## src/rtl/tdm_demux_rx.sv

```systemverilog
// Frame-synchronised TDM demultiplexer: slots in, CH_NUM registered channels out.
// Optional trailing even-parity slot enabled by defining TDM_DEMUX_PARITY_EN.
module tdm_demux_rx #(
    parameter int CH_NUM = 8,
    parameter int DATA_W = 1
) (
    input  logic                         clk,
    input  logic                         rst_n,
    input  logic                         in_valid,
    input  logic [DATA_W-1:0]            in_data,
    input  logic                         in_sync,
    output logic [CH_NUM*DATA_W-1:0]     out_data,
    output logic                         out_valid,
    output logic [$clog2(CH_NUM+1)-1:0]  out_sel,
    output logic                         locked,
    output logic                         sync_err,
    output logic                         parity_err
);
    localparam int SEL_W = $clog2(CH_NUM+1);
`ifdef TDM_DEMUX_PARITY_EN
    localparam logic [SEL_W-1:0] LAST = SEL_W'(CH_NUM);
`else
    localparam logic [SEL_W-1:0] LAST = SEL_W'(CH_NUM - 1);
`endif

    typedef enum logic {HUNT, LOCK} state_t;

    state_t                          state;
    logic                            armed;
    logic [CH_NUM-1:0][DATA_W-1:0]   shadow;
    logic [CH_NUM-1:0][DATA_W-1:0]   shadow_nxt;

    // Shadow with the current slot merged in; unchanged when out_sel points at the parity slot.
    always_comb begin
        shadow_nxt = shadow;
        for (int k = 0; k < CH_NUM; k++)
            if (out_sel == SEL_W'(k)) shadow_nxt[k] = in_data;
    end

    assign locked = (state == LOCK);

    always_ff @(posedge clk or negedge rst_n) begin
        if (!rst_n) begin
            state      <= HUNT;
            armed      <= 1'b0;
            shadow     <= '0;
            out_data   <= '0;
            out_valid  <= 1'b0;
            out_sel    <= '0;
            sync_err   <= 1'b0;
`ifdef TDM_DEMUX_PARITY_EN
            parity_err <= 1'b0;
`endif
        end else begin
            // armed keeps the first edge after reset release from capturing a slot
            armed      <= 1'b1;
            out_valid  <= 1'b0;
            sync_err   <= 1'b0;
`ifdef TDM_DEMUX_PARITY_EN
            parity_err <= 1'b0;
`endif
            if (in_valid && armed) begin
                case (state)
                    HUNT: begin
                        if (in_sync) begin
                            shadow[0] <= in_data;
                            out_sel   <= SEL_W'(1);
                            state     <= LOCK;
                        end
                    end
                    LOCK: begin
                        if (in_sync) begin
                            if (out_sel != '0) sync_err <= 1'b1;
                            shadow[0] <= in_data;
                            out_sel   <= SEL_W'(1);
                        end else if (out_sel == '0) begin
                            sync_err <= 1'b1;
                            state    <= HUNT;
                        end else if (out_sel == LAST) begin
                            out_sel <= '0;
`ifdef TDM_DEMUX_PARITY_EN
                            if ((^shadow) == in_data[0]) begin
                                out_data  <= shadow_nxt;
                                out_valid <= 1'b1;
                            end else begin
                                parity_err <= 1'b1;
                            end
`else
                            out_data  <= shadow_nxt;
                            out_valid <= 1'b1;
`endif
                        end else begin
                            shadow  <= shadow_nxt;
                            out_sel <= out_sel + SEL_W'(1);
                        end
                    end
                    default: state <= HUNT;
                endcase
            end
        end
    end

`ifndef TDM_DEMUX_PARITY_EN
    assign parity_err = 1'b0;
`endif

endmodule

```

## config.mk

```make
export PLATFORM = sky130hd
export DESIGN_NAME = tdm_demux_rx
export DESIGN_NICKNAME = d
export VERILOG_FILES = /design/src/rtl/tdm_demux_rx.sv
export SDC_FILE = /design/constraint.sdc
export NUM_CORES = 1
export LEC_CHECK = 0
export BUFFER_PORTS_ARGS = -buffer_cell sky130_fd_sc_hd__buf_4
export CAP_MARGIN = 25
export CORE_ASPECT_RATIO = 1.2
export CORE_MARGIN = 2
export CORE_UTILIZATION = 54
export DETAILED_ROUTE_END_ITERATION = 6
export PLACE_DENSITY = 0.87
export SETUP_SLACK_MARGIN = 0.4
export SYNTH_ARGS = -nofsm -noshare
export SYNTH_HDL_FRONTEND = slang
export SYNTH_SLANG_ARGS = --single-unit
```

## constraint.sdc

```tcl
create_clock -name clk -period 2.85 [get_ports clk]
set_clock_uncertainty 0.15 [all_clocks]
set_input_delay 0.57 -clock clk [delete_from_list [all_inputs] [get_ports clk]]
set_output_delay 0.57 -clock clk [all_outputs]
set_load 0.005 [all_outputs]
```

* Word level (Yosys, flattened, before mapping)
Cells that the tools add are included.
** Storage, ports and cells
- Register bits after elaboration :: 24
- Bits in latches :: 0
- RAM bits :: 0
- Bits in read-only memories :: 0
- Input bits :: 5
- Logic and storage cells :: 66
- Memories kept :: 0
** Operators by class
- Add/sub/neg operators :: 1
- Multipliers :: 0
- Div/mod/pow operators :: 0
- Magnitude comparators :: 0
- Equality and inequality tests :: 10
- Shift operators :: 0
- Mux-type cells :: 30
- Bitwise gates (word level) :: 4
- Reductions and logical operators :: 7
** Operators by type and width (number)
- 1-bit 2-to-1 mux :: 23
- 4-bit by 3-bit == test with 1-bit output, second input constant :: 4
- 4-bit 2-to-1 mux :: 4
- 5-bit AND reduction :: 2
- 4-bit by 2-bit == test with 1-bit output, second input constant :: 2
- 4-bit case mux with 2 select lines :: 1
- 3-bit AND reduction :: 2
- 4-bit by 1-bit adder with 4-bit output, second input constant :: 1
- 4-bit by 1-bit == test with 1-bit output, second input constant :: 1
- 4-bit zero test :: 1
- 2-bit inequality test, second input constant :: 2
- 1-bit NOT :: 4
- 1-bit case mux with 2 select lines :: 2
- 4-bit nonzero test :: 1
- 3-bit inequality test, second input constant :: 1
- 1-bit logical AND :: 1

* Depth between registers and ports, before layout
- Word-level depth :: 6
- Mapped depth :: 7
- Mapped depth without buffers :: 7

* Worst setup path after synthesis
Ideal clock, no wire load.
- Path kind :: register to register
- Start point :: register out_sel[0]
- End point :: register out_data[7]
- Library setup time :: 125 ps
- Data arrival time :: 1829 ps
- Data required time :: 2575 ps
- Setup slack :: 746 ps
- Stages on the path, launching flop included :: 8
- Path buffers :: 0
- Period minus slack after synthesis :: 2104 ps
- Cell sequence :: dfrtp_1 -> inv_1 -> ha_1 -> or3b_1 -> ha_1 -> nand3b_2 -> nor2_1 -> mux2_2
** Between the ends
- Cells in the longest elaborated chain, start to end :: 3
** RTL lines
- start: declaration :: RTL line 14 : output logic [$clog2(CH_NUM+1)-1:0] out_sel,
- start signal: assignment :: RTL line 94 : out_sel <= out_sel + SEL_W'(1);
- 4-bit zero test :: RTL line 76 : end else if (out_sel == '0) begin
- 1-bit NOT (no source line)
- 5-bit AND reduction (no source line)
- end signal: assignment :: RTL line 89 : out_data <= shadow_nxt;
- end: declaration :: RTL line 12 : output logic [CH_NUM*DATA_W-1:0] out_data,
Parallel ways exist; a longest one is shown, timed or not.
A chain may end at the register's enable or synchronous reset.

* Worst setup path after layout
- Start point :: register out_sel[0]
- End point :: register out_data[6]
Same word-level chain as after synthesis.

==> reports/results.ini <==
[die]
num_rows=18
die_area_um2=2630
coreArea_um2=2090
chipHeight_um=55.8
die_w_um=47.2
initial_core_util_pct=57.7
io_pins=21

[global_route]
grt_use_met3_pct=2.27
use_met1_pct=25.4
track_usage_pct=19.7
gr-total-overflow=0
grt_pass1_wl_mm=3.70
antenna_found_initial=0
top_usage_layer=met2
use_met2_pct=30.7
grt_max_degree=24
grt_pass1_vias=850

[hold_path]
min_path_type=reg2reg

[clocking]
htreeDepth=1
cts_buffers=3
clkLatencyLatePin_ns=0.31
cts_buffer_depth=2
tritoncts=done
root_buffer=clkbuf_4
clkSlewWorstSetupHoldPaths_ns=0.12
cts.sinks=23

[timing]
layout_setup_ws_ns=0.606
setup_viol=0
rsz0062_at_grt=false
holdWs_ns=0.373
post-route-period-util_pct=78.7
fin_crit_ns=2.24
fmax_mhz=446
finalMaxSlewViolations=0
setup_tns_ns=0
tightest_slew_ns=0.517
finalHoldViolCount=0
relSlewSlack_pct=65.5

[logic_synthesis]
synthCells=104
syn-num-nets=115
synth_edf_count=0
avgSynthCellArea_um2=11.6
synth_cell_types=33
async_flop_share_pct=100
yosysSeqAreaShare_pct=47.6
yosysMostFrequentCell=dfrtp_1
synthTopCellsByArea=dfrtp_1 (48%), mux2i_1 (7.5%), mux2_2 (7.5%), ha_1 (6.2%), o21ai_0 (2.5%)
ys_top_cells_by_count=dfrtp_1 (23), mux2i_1 (9), inv_1 (8), mux2_2 (8)
yosysWarnings=0
syn_area_um2=1210
synth_area_leader_cell=dfrtp_1
ys.flop_type=dfrtp_1
yosys.area.top_type_share_pct=47.6
synth-seq-cells=23

[critical_path]
cpMostUsedCell=ha_1
critPathRequiredTime_ns=2.91
max_stage_delay_ns=0.48
cp_slowest_cell=dfrtp_1
worstPathArrival_ns=2.30
crit_type=reg2reg
worst_setup_path_start_kind=flip-flop
crit_chain=inv_1, ha_1, or3b_1, ha_1, nand3b_2, nor2_2, mux2_2
path_max_fanout=9
end_kind=flip-flop

[power_and_ir_drop]
power_density_nw_per_um2=743
vdd_drop_max_mv=0.568
total_power_mw=1.04
power.leakage_nw=0.755

[cells_and_area]
multiInputGateArea_um2=578
fin_area_um2=1400
final_cells=154
fillers=171
fin_util_pct=66.8
regArea_um2=576
fin_nets=136
syn2layout_area_growth_pct=15.8
diodes=0
layout-drive-gt1-share_pct=28.2

[routing]
routed_wl_mm=2.10
dr.pass1.iters=4
drc=0
post_drt_via_cell_ratio=5.59
vias=861
first_iter_violations=33
ant_nets=0
wl_per_cell_um=13.7

[placed_design]
port_buffers=19
finalWeightedCongestion=0.886
place_inst=149
place_area_um2=1360
place_ws_ns=0.545
detailedPlacementHpwl_mm=1.61

[status]
outcome=finished, final reports clean

[job]
drv_cap=0

==> flip-flops by register name, indices dropped and copies added, names as in the netlist <==
name and cells:
locked 1, armed 1, out_data 8, out_valid 1, sync_err 1, shadow 7
out_sel 4
==> cells in the final DEF, fill, tap and decap left out, types with 2 or more instances in the layout <==
cell,Yosys,final
nor3b_1,3,3
nand4_1,2,2
nand3b_1,2,2
and2_1,2,2
o21ai_0,6,6
conb_1,2,2
a21oi_1,2,2
dfrtp_1,23,23
and4b_1,2,2
ha_1,6,6
buf_4,1,19
clkbuf_4,0,3
and3_1,2,2
mux2i_1,9,9
inv_1,8,8
nor2_1,4,3
mux2_2,8,8
o31ai_1,4,4
nand2_1,3,3
==> area by class of cell <==
class	count	share of cell area, %
Sequential cell	23	41.1
Tap cell	30	2.68
Clock buffer	4	1.88
Inverter	8	2.14
Multi-Input combinational cell	69	41.3
Timing Repair Buffer	20	10.9
==> per-layer routing <==
layer | share of wire [%] | vias up | wire, µm
li1 | - | 407 | -
met1 | 42 | 431 | 880
met2 | 52 | 19 | 1100
met3 | 3.1 | 4 | 66
met4 | 2.5 | 0 | 52
met5 | 0 | - | 0
==> final timing paths <==
path	cells past startpoint	from	slack (ns)	to
min in group asynchronous	2	rst_n	0.52	out_sel[2]
min reg2reg	2	out_data[4]	0.37	out_data[4]
max reg2reg	7	out_sel[0]	0.61	out_data[6]
max in group asynchronous	2	rst_n	1.81	out_data[6]
min	2	out_data[4]	0.37	out_data[4]
max	7	out_sel[0]	0.61	out_data[6]
==> critical path, delay by kind of cell, from the launching register on <==
kind	cells	cell delay (ns)
buffers and inverters	1	0.10
multiplexers	1	0.37
AND/OR/NAND/NOR	3	0.64
flip-flops	1	0.48
adder cells (fa/ha/maj)	2	0.39
==> kinds of logic (layout without fill, tap and decap cells) <==
group                      Yosys count  after routing  share of synthesized area (%)
buffers and inverters               12             32                           4.76
muxes                               18             18                           16.1
and+or+nand+nor                     26             26                           14.9
DFF                                 23             23                           47.6
adders and majority gates            6              6                           6.21
AOI/OAI and AO/OA                   17             17                           9.73
other                                2              2                          0.621
==> where the power goes <==
part           internal [mW]  leakage, nW  switching (mW)  total, mW
registers              0.406        0.289          0.0942      0.500
logic                  0.207        0.451           0.185      0.392
clock network         0.0547       0.0150          0.0943      0.149
total                  0.668        0.755           0.373       1.04
==> repair_timing <==
item / 4_1_cts / 5_1_grt
hold buffers: 1 / 0
gates resized for setup: 0 / 1
setup endpoints to repair: 0 / 4
buffers inserted: 0 / 0
endpoints found under the hold margin: 23 / 0
(Power assumes the default switching activity.)
